## src/rtl/target_port.sv

```systemverilog
// Bit-serial request deserializer / read-data serializer in front of the target memory.
// Optional ack timeout in WAIT_ACK is enabled by defining TARGET_PORT_TIMEOUT_EN.
module target_port #(
    parameter int ADDR_BITS = 16,
    parameter int TIMEOUT   = 15
) (
    input  logic        clk,
    input  logic        rst_n,
    input  logic        sin,
    input  logic        sin_valid,
    output logic        sout,
    output logic        sout_valid,
    output logic        busy,
    output logic        done,
    output logic        err,
    output logic [15:0] mem_addr,
    output logic        mem_addr_valid,
    output logic [7:0]  mem_wdata,
    output logic        mem_wdata_valid,
    output logic        mem_rw,
    input  logic [7:0]  mem_rdata,
    input  logic        mem_rdata_valid,
    input  logic        mem_ack,
    input  logic        mem_ready
);

`ifdef TARGET_PORT_TIMEOUT_EN
    localparam bit TO_EN = 1'b1;
`else
    localparam bit TO_EN = 1'b0;
`endif

    typedef enum logic [2:0] {
        S_IDLE, S_RX_ADDR, S_RX_DATA, S_ISSUE, S_WAIT_ACK, S_TX
    } state_t;

    state_t                 r_state, w_next;
    logic [4:0]             r_bit_cnt;
    logic                   r_rw;
    logic [ADDR_BITS-1:0]   r_addr;
    logic [7:0]             r_wdata, r_rdata;
    logic [15:0]            r_tcnt;
    logic                   r_done, r_err;
    logic                   r_addr_vld, r_wdata_vld, r_mem_rw;
    logic [15:0]            r_mem_addr;
    logic [7:0]             r_mem_wdata;

    logic w_addr_last, w_byte_last, w_timeout;

    assign w_addr_last = (r_bit_cnt == 5'(ADDR_BITS - 1));
    assign w_byte_last = (r_bit_cnt == 5'd7);
    // ack in the expiry cycle takes priority over the timeout
    assign w_timeout   = TO_EN && (r_state == S_WAIT_ACK) && !mem_ack
                         && (r_tcnt == 16'(TIMEOUT - 1));

    always_ff @(posedge clk or negedge rst_n) begin
        if (!rst_n) r_state <= S_IDLE;
        else        r_state <= w_next;
    end

    always_comb begin
        w_next = r_state;
        case (r_state)
            S_IDLE:     if (sin_valid) w_next = S_RX_ADDR;
            S_RX_ADDR:  if (sin_valid && w_addr_last) w_next = r_rw ? S_RX_DATA : S_ISSUE;
            S_RX_DATA:  if (sin_valid && w_byte_last) w_next = S_ISSUE;
            S_ISSUE:    if (mem_ready) w_next = S_WAIT_ACK;
            S_WAIT_ACK: begin
                if (mem_ack)        w_next = r_rw ? S_IDLE : S_TX;
                else if (w_timeout) w_next = S_IDLE;
            end
            S_TX:       if (w_byte_last) w_next = S_IDLE;
            default:    w_next = S_IDLE;
        endcase
    end

    always_ff @(posedge clk or negedge rst_n) begin
        if (!rst_n) begin
            r_bit_cnt   <= '0;
            r_rw        <= 1'b0;
            r_addr      <= '0;
            r_wdata     <= '0;
            r_rdata     <= '0;
            r_done      <= 1'b0;
            r_err       <= 1'b0;
            r_addr_vld  <= 1'b0;
            r_wdata_vld <= 1'b0;
            r_mem_rw    <= 1'b0;
            r_mem_addr  <= '0;
            r_mem_wdata <= '0;
        end else begin
            r_done      <= 1'b0;
            r_err       <= w_timeout;
            r_addr_vld  <= 1'b0;
            r_wdata_vld <= 1'b0;
            case (r_state)
                S_IDLE: if (sin_valid) begin
                    r_rw      <= sin;
                    r_bit_cnt <= '0;
                    r_addr    <= '0;
                end
                // fields arrive LSB first: shift in at the top, down towards bit 0
                S_RX_ADDR: if (sin_valid) begin
                    r_addr    <= (r_addr >> 1) | (ADDR_BITS'(sin) << (ADDR_BITS - 1));
                    r_bit_cnt <= w_addr_last ? 5'd0 : r_bit_cnt + 5'd1;
                end
                S_RX_DATA: if (sin_valid) begin
                    r_wdata   <= {sin, r_wdata[7:1]};
                    r_bit_cnt <= w_byte_last ? 5'd0 : r_bit_cnt + 5'd1;
                end
                S_ISSUE: if (mem_ready) begin
                    r_addr_vld  <= 1'b1;
                    r_wdata_vld <= r_rw;
                    r_mem_rw    <= r_rw;
                    r_mem_addr  <= 16'(r_addr);
                    if (r_rw) r_mem_wdata <= r_wdata;
                end
                S_WAIT_ACK: if (mem_ack) begin
                    if (r_rw) r_done <= 1'b1;
                    else begin
                        r_rdata   <= mem_rdata_valid ? mem_rdata : 8'h00;
                        r_bit_cnt <= '0;
                    end
                end
                S_TX: begin
                    r_rdata   <= r_rdata >> 1;
                    r_bit_cnt <= w_byte_last ? 5'd0 : r_bit_cnt + 5'd1;
                    if (w_byte_last) r_done <= 1'b1;
                end
                default: ;
            endcase
        end
    end

    always_ff @(posedge clk or negedge rst_n) begin
        if (!rst_n)                    r_tcnt <= '0;
        else if (r_state != S_WAIT_ACK) r_tcnt <= '0;
        else if (!mem_ack)             r_tcnt <= r_tcnt + 16'd1;
    end

    assign sout            = (r_state == S_TX) & r_rdata[0];
    assign sout_valid      = (r_state == S_TX);
    assign busy            = (r_state != S_IDLE);
    assign done            = r_done;
    assign err             = r_err;
    assign mem_addr        = r_mem_addr;
    assign mem_addr_valid  = r_addr_vld;
    assign mem_wdata       = r_mem_wdata;
    assign mem_wdata_valid = r_wdata_vld;
    assign mem_rw          = r_mem_rw;

endmodule

```

## config.mk

```make
export PLATFORM = sky130hd
export DESIGN_NAME = target_port
export DESIGN_NICKNAME = d
export VERILOG_FILES = /design/src/rtl/target_port.sv
export SDC_FILE = /design/constraint.sdc
export NUM_CORES = 1
export LEC_CHECK = 0
export ABC_AREA = 1
export BUFFER_PORTS_ARGS = -buffer_cell sky130_fd_sc_hd__clkbuf_2
export CAP_MARGIN = 10
export CORE_MARGIN = 8
export CORE_UTILIZATION = 57
export DETAILED_ROUTE_END_ITERATION = 16
export PLACE_DENSITY = 0.88
export SYNTH_ARGS = -nofsm -noshare
export SYNTH_HDL_FRONTEND = slang
export SYNTH_SLANG_ARGS = --single-unit
```

## constraint.sdc

```tcl
create_clock -name clk -period 1.95 [get_ports clk]
set_input_delay 0.0975 -clock clk [delete_from_list [all_inputs] [get_ports clk]]
set_output_delay 0.0975 -clock clk [all_outputs]
set_load 0.005 [all_outputs]
```

==> results_dict.tcl <==
set metrics [dict create \
    status "finished clean" \
    switching_share 0.401 \
    cp_max_fo 17 \
    ir_worst_vdd_mv 0.834 \
    met3_length_microns 312 \
    rsz0062_at_grt "false" \
    synth_edf_count 0 \
    yosys.area_share.xor_xnor 0 \
    fp.dieW_microns 91.9 \
    yosysSeqAreaShare 0.526 \
    ys_seq_elements 69 \
    synth_top_family_by_area "simple AND/OR/NAND/NOR gates" \
    finalCritPeriodShare 0.856 \
    antenna_found_initial 0 \
    yosysWarnings 0 \
    cts_sinks 69 \
    netlist.area_leader.share 0.526 \
    met1_length_microns 2860 \
    start_util 0.593 \
    hold_viol 0 \
    dr_total_vias 2455 \
    drtIter0Drc 135 \
    htreeDepth 3 \
    synthMuxAreaShare 0 \
    drc 0 \
    place_inst 458 \
    dr.pass1.iters 4 \
    skew_ns 0.00970 \
    p_per_area_nw_per_um2 1400 \
    syn_inst 350 \
    worstMarginPinSlew_ns 0.618 \
    internal_power_w 0.00311 \
    ys.flop_type "dfrtp_1" \
    p_leak_nw 1.86 \
    synth_area_per_cell_sq_um 9.38 \
    finalPower_w 0.00519 \
    clkPwrFrac 0.206 \
    netlist_area_sq_um 3280 \
    end_kind "flop" \
    cts-root-buf "clkbuf_8" \
    grt_overflow 0 \
    diodes 0 \
    post-synth-top-count-cell "nand2_1" \
    max_slew_margin 0.588 \
    p_switching_w 0.00208 \
    critPathKind "reg2reg" \
    fillCellCount 452 \
    io-pin-count 47 \
    core_area_sq_um 5540 \
    grt_start_max_net_pins 34 \
    p_seq_frac 0.428 \
    max_cap_viol_count 0 \
    power_frac_comb 0.366 \
    clkLatencyLatePin_ns 0.34 \
    required_ns 2.18 \
    finalInstanceArea_sq_um 3710 \
    synth_cell_types 32 \
    cts_tree "built" \
    synth-compound-area-share 0.140 \
    cts_buffers 9 \
    die_h_microns 91.9 \
    path_clk_slew_ns 0.08 \
    fmax_mhz 599 \
    post_cts.repair.setup_buffers 0 \
    synth_nets 368 \
    portBuffers 45 \
    yosys.area_share.simple 0.219 \
    drtAntennaViolNets 0 \
    yosysTopAreaCell "dfrtp_1" \
    hpwl_microns 4630 \
    fp.dieArea_sq_um 8450 \
    met2_length_microns 3140 \
    routabilityCongestion 0.871 \
    synthAdderAreaFrac 0.0114 \
    grt_pass1_wl_microns 11300 \
    hold_path_class "in2reg" \
    vias_per_cell 5.17 \
    placed_area_sq_um 3510 \
    drv_slew 0 \
    synth_commonest_cells "nand2_1, dfrtp_1, inv_1, o21ai_2, nand3_1" \
    track_usage 0.163 \
    postCtsHoldBufs 1 \
    ctsLongestPathBuffers 2 \
    finalNetCount 416 \
    top_layer "met4" \
    start_kind "flop" \
    fin_cells 475 \
    fp-row-count 27 \
    fin_setup_tns_ns 0 \
    fin_crit_ns 1.67 \
    setup_viol 0 \
    yosys-top-cells-area "dfrtp_1, nand2_1, o21ai_2" \
    drive_gt1_frac 0.308 \
    cts.repair.resized 0 \
    cp.arrival_ns 1.90 \
    post_drt_wl_per_cell_microns 13.4 \
    async_reset_ff_frac 1.00 \
    grt_pass1_vias 2532 \
    area_growth_pct 12.9 \
    routed_wl_microns 6380 \
]
[worst max-delay path, cell delays in order (launching register included)]
cell and delay (ns):
dfrtp_1 0.72, nand3_2 0.19, nor2_4 0.15, nand2_2 0.25
nand2_1 0.17, o21ai_2 0.07
[per-stage QoR]
step / utilization / hold slack, ns / setup WS, ns
6_report: 0.669 / 0.0263 / 0.281
5_1_grt: 0.669 / 0.0461 / 0.114
4_1_cts: 0.669 / 0.0196 / 0.262
3_5_place_dp: 0.634 / 0.151 / 0.307
3_3_place_gp: 0.634 / 0.129 / 0.350
2_1_floorplan: - / -0.198 / 0.486
[per-layer routing]
metal | GRT usage | vias up
met1 | 0.205 | 1172
met2 | 0.262 | 63
met5 | 0 | -
li1 | - | 1212
met3 | 0.0375 | 8
met4 | 0.0765 | 0
[layout by cell type, fill, tap and decap left out, drive strengths merged, types with 4 or more instances in the layout]
cell type / n
a21oi: 4
buf: 6
clkbuf: 54
dfrtp: 69
inv: 53
nand2: 98
nand3: 25
nor2: 14
o21ai: 50
o22ai: 15
[state kept, by name, indices dropped and copies added (netlist names)]
| register | flops |
|---|---|
| done | 1 |
| mem_wdata_valid | 1 |
| r_rdata | 8 |
| r_rw | 1 |
| mem_addr | 16 |
| mem_wdata | 8 |
| r_bit_cnt | 5 |
| r_addr | 16 |
| r_state | 3 |
| mem_addr_valid | 1 |
| r_wdata | 8 |
| mem_rw | 1 |
[cell families (layout without fill, tap and decap cells)]
kind of cell               Yosys count  in the layout
DFF                                 69             69
adders and majority gates            3              3
other                                1              1
and+or+nand+nor                    141            141
AOI/OAI and AO/OA                   70             70
buffers and inverters               66            119
[power by group through the flow]
stage	Combinational, W	Clock (W)	Sequential (W)
4_1_cts	0.00192	0.00109	0.00222
3_3_place_gp	0.00183	0	0.00222
5_1_grt	0.00217	0.00115	0.00228
2_1_floorplan	0.00159	0	0.00211
3_5_place_dp	0.00191	0	0.00225
6_report	0.00190	0.00107	0.00222
[path summary, 6_finish.rpt]
check                          endpoint  cells after the start    startpoint  slack (ns)
max                        mem_wdata[6]                      5    r_state[1]        0.28
min in group asynchronous   mem_addr[7]                      2         rst_n        0.31
min                          r_rdata[7]                      3  mem_rdata[7]        0.03
min reg2reg                mem_wdata[0]                      2    r_wdata[0]        0.48
max in group asynchronous    r_rdata[6]                      3         rst_n        1.03
max reg2reg                mem_wdata[6]                      5    r_state[1]        0.28
[final cells by class]
class | count | area [sq um] | share of cell area
clock buffers | 10 | 138 | 0.0371
clock inverters | 6 | 46.3 | 0.0125
inverters | 52 | 203 | 0.0547
multi-input cells | 215 | 1220 | 0.329
flip-flops and latches | 69 | 1730 | 0.466
well taps | 72 | 90.1 | 0.0243
repair buffers | 51 | 285 | 0.0769
(Power assumes the default switching activity.)
